===== config.mk =====
export PLATFORM = sky130hd
export DESIGN_NAME = key_debounce
export DESIGN_NICKNAME = d
export VERILOG_FILES = /design/src/rtl/key_debounce.sv
export SDC_FILE = /design/constraint.sdc
export NUM_CORES = 1
export LEC_CHECK = 0
export CORE_MARGIN = 1
export CORE_UTILIZATION = 42
export CTS_CLUSTER_DIAMETER = 40
export DETAILED_ROUTE_END_ITERATION = 10
export DONT_BUFFER_PORTS = 1
export SLEW_MARGIN = 20
export SYNTH_ARGS = -nofsm -noshare
export SYNTH_HDL_FRONTEND = slang
export SYNTH_SLANG_ARGS = --single-unit

===== constraint.sdc =====
create_clock -name sys_clk -period 3.3 [get_ports sys_clk]
set_clock_uncertainty 0.15 [all_clocks]
set_input_delay 0.99 -clock sys_clk [delete_from_list [all_inputs] [get_ports sys_clk]]
set_output_delay 0.99 -clock sys_clk [all_outputs]
set_load 0.05 [all_outputs]

===== src/rtl/key_debounce.sv =====
// key_debounce: synchronises and debounces an active-low push-button.
// Ports:
//   sys_clk     - system clock
//   sys_rst     - asynchronous active-high reset
//   key_in      - raw button pin, asynchronous, idles high, low when pressed
//   key_out     - registered debounced level, idles high
//   key_press   - one-cycle strobe on an accepted 1->0 change
//   key_release - one-cycle strobe on an accepted 0->1 change
module key_debounce #(
    parameter int CNT_MAX = 1_000_000
) (
    input  logic sys_clk,
    input  logic sys_rst,
    input  logic key_in,
    output logic key_out,
    output logic key_press,
    output logic key_release
);
    localparam int CNT_W = $clog2(CNT_MAX);
    localparam logic [CNT_W-1:0] CNT_LAST = CNT_W'(CNT_MAX - 1);

    typedef enum logic [1:0] {S_UP, S_DN_WAIT, S_DOWN, S_UP_WAIT} state_t;

    state_t           state_q, state_d;
    logic [CNT_W-1:0] cnt_q, cnt_d;
    logic             sync1_q, key_s_q;
    logic             key_out_q, key_out_d;
    logic             press_q, press_d;
    logic             release_q, release_d;

    always_ff @(posedge sys_clk or posedge sys_rst) begin
        if (sys_rst) begin
            sync1_q   <= 1'b1;
            key_s_q   <= 1'b1;
            state_q   <= S_UP;
            cnt_q     <= '0;
            key_out_q <= 1'b1;
            press_q   <= 1'b0;
            release_q <= 1'b0;
        end else begin
            sync1_q   <= key_in;
            key_s_q   <= sync1_q;
            state_q   <= state_d;
            cnt_q     <= cnt_d;
            key_out_q <= key_out_d;
            press_q   <= press_d;
            release_q <= release_d;
        end
    end

    // A wait state accepts the new level only if key_s is still opposite on
    // the edge where cnt reaches its last value; any earlier return aborts.
    always_comb begin
        state_d   = state_q;
        cnt_d     = cnt_q;
        key_out_d = key_out_q;
        press_d   = 1'b0;
        release_d = 1'b0;
        case (state_q)
            S_UP: begin
                if (!key_s_q) begin
                    state_d = S_DN_WAIT;
                    cnt_d   = '0;
                end
            end
            S_DN_WAIT: begin
                if (key_s_q) begin
                    state_d = S_UP;
                end else if (cnt_q == CNT_LAST) begin
                    state_d   = S_DOWN;
                    key_out_d = 1'b0;
                    press_d   = 1'b1;
                end else begin
                    cnt_d = cnt_q + 1'b1;
                end
            end
            S_DOWN: begin
                if (key_s_q) begin
                    state_d = S_UP_WAIT;
                    cnt_d   = '0;
                end
            end
            S_UP_WAIT: begin
                if (!key_s_q) begin
                    state_d = S_DOWN;
                end else if (cnt_q == CNT_LAST) begin
                    state_d   = S_UP;
                    key_out_d = 1'b1;
                    release_d = 1'b1;
                end else begin
                    cnt_d = cnt_q + 1'b1;
                end
            end
            default: begin
                state_d   = S_UP;
                cnt_d     = '0;
                key_out_d = 1'b1;
            end
        endcase
    end

    assign key_out     = key_out_q;
    assign key_press   = press_q;
    assign key_release = release_q;
endmodule


==> impl_metrics.yaml, run 1 <==
setup_path:
  r2r-start: "cnt_q[7]"
  r2r-end: "cnt_q[4]"
  cp-startpoint: "cnt_q[7]"
  critPathMaxStageDelay_ps: 650
  required_ps: 3310
  path_max_fanout: 10
  ff2ff_setup_slack_ps: 610
  cp_slowest_cell: "or4_1"
  cp-start-kind: "register"
  crit_arrival_ps: 2700
  critical_path_class: "reg2reg"
  critPathCaptureType: "register"
  ff2ff_path_depth: 5
  path_cells: "or4_4 -> or4_1 -> o21ai_4 -> inv_2 -> a32o_1"
synthesis:
  async_flop_share: 1.00
  synth_cell_types: 55
  syn_inst: 172
  synth_nets: 176
  ys_ff_latch: 27
  ys.flop_type: "dfrtp_1"
  syn_area_per_cell_um2: 9.36
  yosysWarnings: 0
  synth_edf_count: 0
  seq_area_frac_synth: 0.422
  netlist_area_mm2: 0.00161
sta:
  slew_headroom: 0.514
  fin_worst_hold_slack_ps: 213
  min_period_over_period: 0.814
  fin_ws_ps: 615
  finalCriticalPeriod_ps: 2690
  slew_violations: 0
  final.setup.tns_ps: 0
  worstMarginPinSlew_ps: 723
  fmax_ghz: 0.372
  setup_viol: 0
  rsz0062_at_grt: "no"
  hold_violations: 0
drt:
  drtIter0Drc: 159
  routed-wl-met2_mm: 1.73
  drcViolationCount: 0
  wl_met3_um: 225
  ant_nets: 0
  wl_mm: 3.84
  drt_first_pass_iters: 4
  routed.top_layer: "met4"
  vias: 1389
  wl_per_cell_um: 17.7
  wirelength_met1_mm: 1.81
  vias_per_cell: 6.40
layout:
  fill_cells: 343
  drive_above_1_share: 0.154
  multi_input_area_um2: 851
  fin_area_mm2: 0.00169
  final_cells: 217
  regArea_um2: 679
  final_nets: 174
  area_growth_pct: 4.90
  n_antenna_cell: 0
grt:
  grt_pass1_wl_mm: 7.05
  grt_antenna_before_repair: 0
  grt_pass1_vias: 1373
  grt_max_degree: 28
  grt_remaining_overflow: 0
  grt_util_all_layers: 0.222
worst_hold_path:
  hold_depth: 0
  worstHoldStart: "sync1_q"
  hold_class: "reg2reg"
  whs_endpoint: "key_s_q"
run:
  cap_violations: 0
clocking:
  cts.htree.levels: 1
  clock_tree.root_cell: "clkbuf_8"
  cts_tree: "yes"
  clock_path_buffers: 2
  clk_latency_ps: 270
  path_clk_slew_ps: 90
  ctsHoldBuffers: 0
  numCtsBuffers: 3
  postCtsSetupBuffers: 0
  cts_resized: 0
  clkSinkCount: 27
run_status:
  status: "completed"
placement:
  port_buffers: 0
  post-place-cells: 213
  dpl.hpwl_mm: 2.65
  postPlaceCellArea_mm2: 0.00164
  place.gp.congestion: 0.865
  preCtsSetupSlack_ps: 624
power:
  leakage_nw: 0.680
  powerDensity_mw_per_mm2: 342
  ir_drop_mv: 0.301
floorplan:
  rows: 22
  core_area_mm2: 0.00366
  io_pins: 6
  start_util: 0.440
  dieWidth_um: 63.9
  die_y_um: 63.9
  dieArea_mm2: 0.00409
-- cell usage after synthesis, types with 4 or more instances --
library cell  instances  area (um2)
nand4_1               7        43.8
o21ai_0               7        35.0
clkbuf_1              6        22.5
a211o_2               4        40.0
or3_1                 5        31.3
a31oi_1               4        25.0
nor4_1                8        50.1
dfrtp_1              24         601
nor3_1                4        20.0
nor2_1                7        26.3
inv_1                 4        15.0
o311ai_0              4        35.0
nand3_1               8        40.0
nand2_1              17        63.8
-- logic make-up (layout without fill, tap and decap cells) --
family | count (synthesis) | count (layout) | share of synthesized area
and+or+nand+nor | 78 | 78 | 0.276
AOI/OAI and AO/OA | 44 | 44 | 0.215
buffers and inverters | 17 | 14 | 0.0497
DFF | 27 | 27 | 0.422
adders and majority gates | 1 | 1 | 0.00777
muxes | 3 | 3 | 0.0186
xor gates and xnor gates | 2 | 2 | 0.0109
-- worst max-delay path, delay by kind of cell (launching register included) --
kind	cells	cell delay, ps
simple gates	2	1220
compound gates	2	620
flops	1	470
buf+inv	1	110
-- registers in the layout, summed over array words and instances, names as in the netlist, named ones only --
signal       cells
cnt_q           20
key_out          1
key_press        1
key_release      1
key_s_q          1
state_q          1
sync1_q          1
-- stage by stage --
| step | power, mW | utilization |
|---|---|---|
| 6_report | 0.578 | 0.461 |
| 2_1_floorplan | 0.383 | - |
| 5_1_grt | 0.604 | 0.461 |
| 3_3_place_gp | 0.395 | 0.449 |
| 4_1_cts | 0.588 | 0.461 |
| 3_5_place_dp | 0.396 | 0.449 |
-- power breakdown --
group	internal, mW	total [mW]	switching (mW)
sequential	0.339	0.348	0.00928
combinational	0.0137	0.0411	0.0273
clock	0.0847	0.189	0.104
-- cells in the final DEF (no fill, tap or decap), types with 2 or more instances in the layout --
| cell type | synthesis | layout |
|---|---|---|
| a31oi_1 | 4 | 4 |
| a2bb2oi_1 | 2 | 2 |
| nor4bb_1 | 2 | 2 |
| nand3_1 | 8 | 8 |
| o21ai_0 | 7 | 7 |
| inv_2 | 1 | 2 |
| o311ai_0 | 4 | 4 |
| nand2_1 | 17 | 17 |
| mux2i_1 | 3 | 3 |
| nand4b_1 | 2 | 2 |
| nand4_1 | 7 | 7 |
| dfstp_2 | 3 | 3 |
| o31ai_1 | 3 | 3 |
| a21o_2 | 3 | 3 |
| nor3_1 | 4 | 4 |
| nand2b_1 | 2 | 2 |
| nor2_1 | 7 | 7 |
| a21oi_1 | 3 | 3 |
| or4_1 | 2 | 2 |
| and3_1 | 3 | 3 |
| nand3b_1 | 2 | 2 |
| or2_2 | 2 | 2 |
| inv_1 | 4 | 3 |
| o211ai_1 | 3 | 3 |
| clkbuf_8 | 0 | 3 |
| nor4_1 | 8 | 8 |
| a211o_2 | 4 | 4 |
| and2_1 | 2 | 2 |
| or3_1 | 5 | 5 |
| buf_4 | 1 | 4 |
| dfrtp_1 | 24 | 24 |
-- area by class of cell --
type	count	area share
clock buffers	3	0.0244
multi-input cells	128	0.504
well taps	48	0.0356
inverters	6	0.0133
clock inverters	1	0.00296
flip-flops and latches	27	0.402
repair buffers	4	0.0178
-- how the worst max path moves through the flow --
stage | to
floorplan | cnt_q[4]
global placement | cnt_q[4]
detailed placement | cnt_q[4]
CTS | cnt_q[4]
global route | cnt_q[4]
finish | cnt_q[4]
-- per-layer routing --
layer,track usage,vias up
met5,0,-
met3,0.0393,8
met1,0.330,678
met2,0.313,45
li1,-,658
met4,0.0966,0
Note: power is estimated with default switching activity, not from simulation.
==> inputs of run 2 (changes only) <==
Clock period 3.3 ns to 2.7 ns, I/O delays scaled along.
==> impl_metrics.yaml, run 2 (synthesized netlist as in run 1, its figures left out) <==
run_status:
  status: "completed"
clocking:
  cts_resized: 0
  postCtsSetupBuffers: 0
  clk_latency_ps: 290
  ctsHoldBuffers: 0
  path_clk_slew_ps: 100
  cts_tree: "yes"
  clkSinkCount: 27
  clock_path_buffers: 2
  cts.htree.levels: 1
  clock_tree.root_cell: "clkbuf_8"
  numCtsBuffers: 3
grt:
  use_met1: 0.283
  met3_usage: 0.0268
  grt-busiest-layer: "met2"
  grt_antenna_before_repair: 0
  grt_pass1_vias: 1415
  grt_util_all_layers: 0.213
  grt_pass1_wl_mm: 6.69
  met2_usage: 0.336
  grt_max_degree: 19
  grt_remaining_overflow: 0
sta:
  setup_viol: 0
  rsz0062_at_grt: "no"
  final.setup.tns_ps: 0
  hold_violations: 0
  worstMarginPinSlew_ps: 710
  slew_headroom: 0.526
  fmax_ghz: 0.399
  min_period_over_period: 0.929
  finalCriticalPeriod_ps: 2510
  slew_violations: 0
setup_path:
  critPathCaptureType: "register"
  crit_arrival_ps: 2530
  cp-start-kind: "register"
  ff2ff_setup_slack_ps: 190
  path_max_fanout: 8
  critical_path_class: "reg2reg"
  r2r-end: "cnt_q[2]"
  r2r-start: "cnt_q[7]"
  cp-startpoint: "cnt_q[7]"
  required_ps: 2720
  ff2ff_path_depth: 4
floorplan:
  io_pins: 6
  rows: 22
  dieArea_mm2: 0.00409
  dieWidth_um: 63.9
  start_util: 0.440
  die_y_um: 63.9
  core_area_mm2: 0.00366
power:
  p_clk_frac: 0.344
  ir_drop_mv: 0.213
  powerDensity_mw_per_mm2: 420
  sw_frac_of_total: 0.262
  power_frac_seq: 0.584
  p_int_mw: 0.539
  power_switching_mw: 0.191
  pwr-share-comb: 0.072
  leakage_nw: 0.705
placement:
  port_buffers: 0
  postPlaceCellArea_mm2: 0.00169
  place.gp.congestion: 0.804
  dpl.hpwl_mm: 2.70
drt:
  drt_first_pass_iters: 4
  wl_mm: 3.84
  ant_nets: 0
  vias: 1427
  vias_per_cell: 6.40
  drtIter0Drc: 105
  drcViolationCount: 0
  wl_per_cell_um: 17.2
layout:
  mostFrequentLayoutCells: "dfrtp_1, nand2_1, buf_4"
  fin_area_mm2: 0.00174
  utilization: 0.474
  n_antenna_cell: 0
  final_nets: 180
  drive_above_1_share: 0.177
  max_flop_register: "cnt_q"
  final_common_cell: "dfrtp_1"
  fill_cells: 336
  largest_reg_flops: 20
  area_growth_pct: 7.85
worst_hold_path:
  worstHoldStart: "sync1_q"
  whs_endpoint: "key_s_q"
  hold_depth: 0
  hold_class: "reg2reg"
run:
  cap_violations: 0
[run 2: cell count changes in the layout (fill, tap and decap cells not counted)]
cell	before	now
clkinv_2	1	0
inv_1	3	4
inv_2	2	1
buf_4	4	10
clkinvlp_4	0	1
[run 2: power groups by stage]
stage | clock network [mW] | registers, mW | logic, mW
final | 0.251 | 0.426 | 0.0525
after global routing | 0.268 | 0.428 | 0.0600
after CTS | 0.258 | 0.426 | 0.0534
after detailed placement | 0 | 0.434 | 0.0530
after global placement | 0 | 0.434 | 0.0520
after floorplan | 0 | 0.427 | 0.0411
[run 2: layout make-up]
type	count	area, um2	area share
flip-flops and latches	27	679	0.391
repair buffers	10	75.1	0.0432
well taps	48	60.1	0.0346
multi-input cells	128	851	0.490
clock buffers	3	41.3	0.0238
clock inverters	1	7.51	0.00432
inverters	6	22.5	0.0130
[run 2: how the worst max path moves through the flow]
stage,end,depth (start not counted),slack [ps]
after floorplan,cnt_q[4],6,260
after global routing,cnt_q[19],5,160
after detailed placement,cnt_q[4],5,250
after CTS,cnt_q[4],5,240
final,cnt_q[2],4,190
after global placement,cnt_q[19],5,290
[run 2: per-layer routing]
metal | wire, um | vias to the layer above
met5 | 0 | -
met4 | 49 | 0
met3 | 175 | 5
met2 | 1800 | 44
met1 | 1820 | 705
li1 | - | 673
[run 2: through the flow]
| step | cells | power [mW] | hold slack [ps] | setup slack, ps |
|---|---|---|---|---|
| global route | 223 | 0.757 | 221 | 157 |
| finish | 223 | 0.730 | 214 | 191 |
| global placement | 219 | 0.486 | 196 | 290 |
| detailed placement | 219 | 0.487 | 200 | 254 |
| CTS | 223 | 0.738 | 216 | 243 |
| floorplan | 172 | 0.469 | 195 | 261 |
[run 2: worst max-delay path, stage by stage (launching register included)]
cell	delay, ps
dfrtp_1	470
or4_4	570
or4_1	660
o211ai_1	400
o2bb2ai_1	140
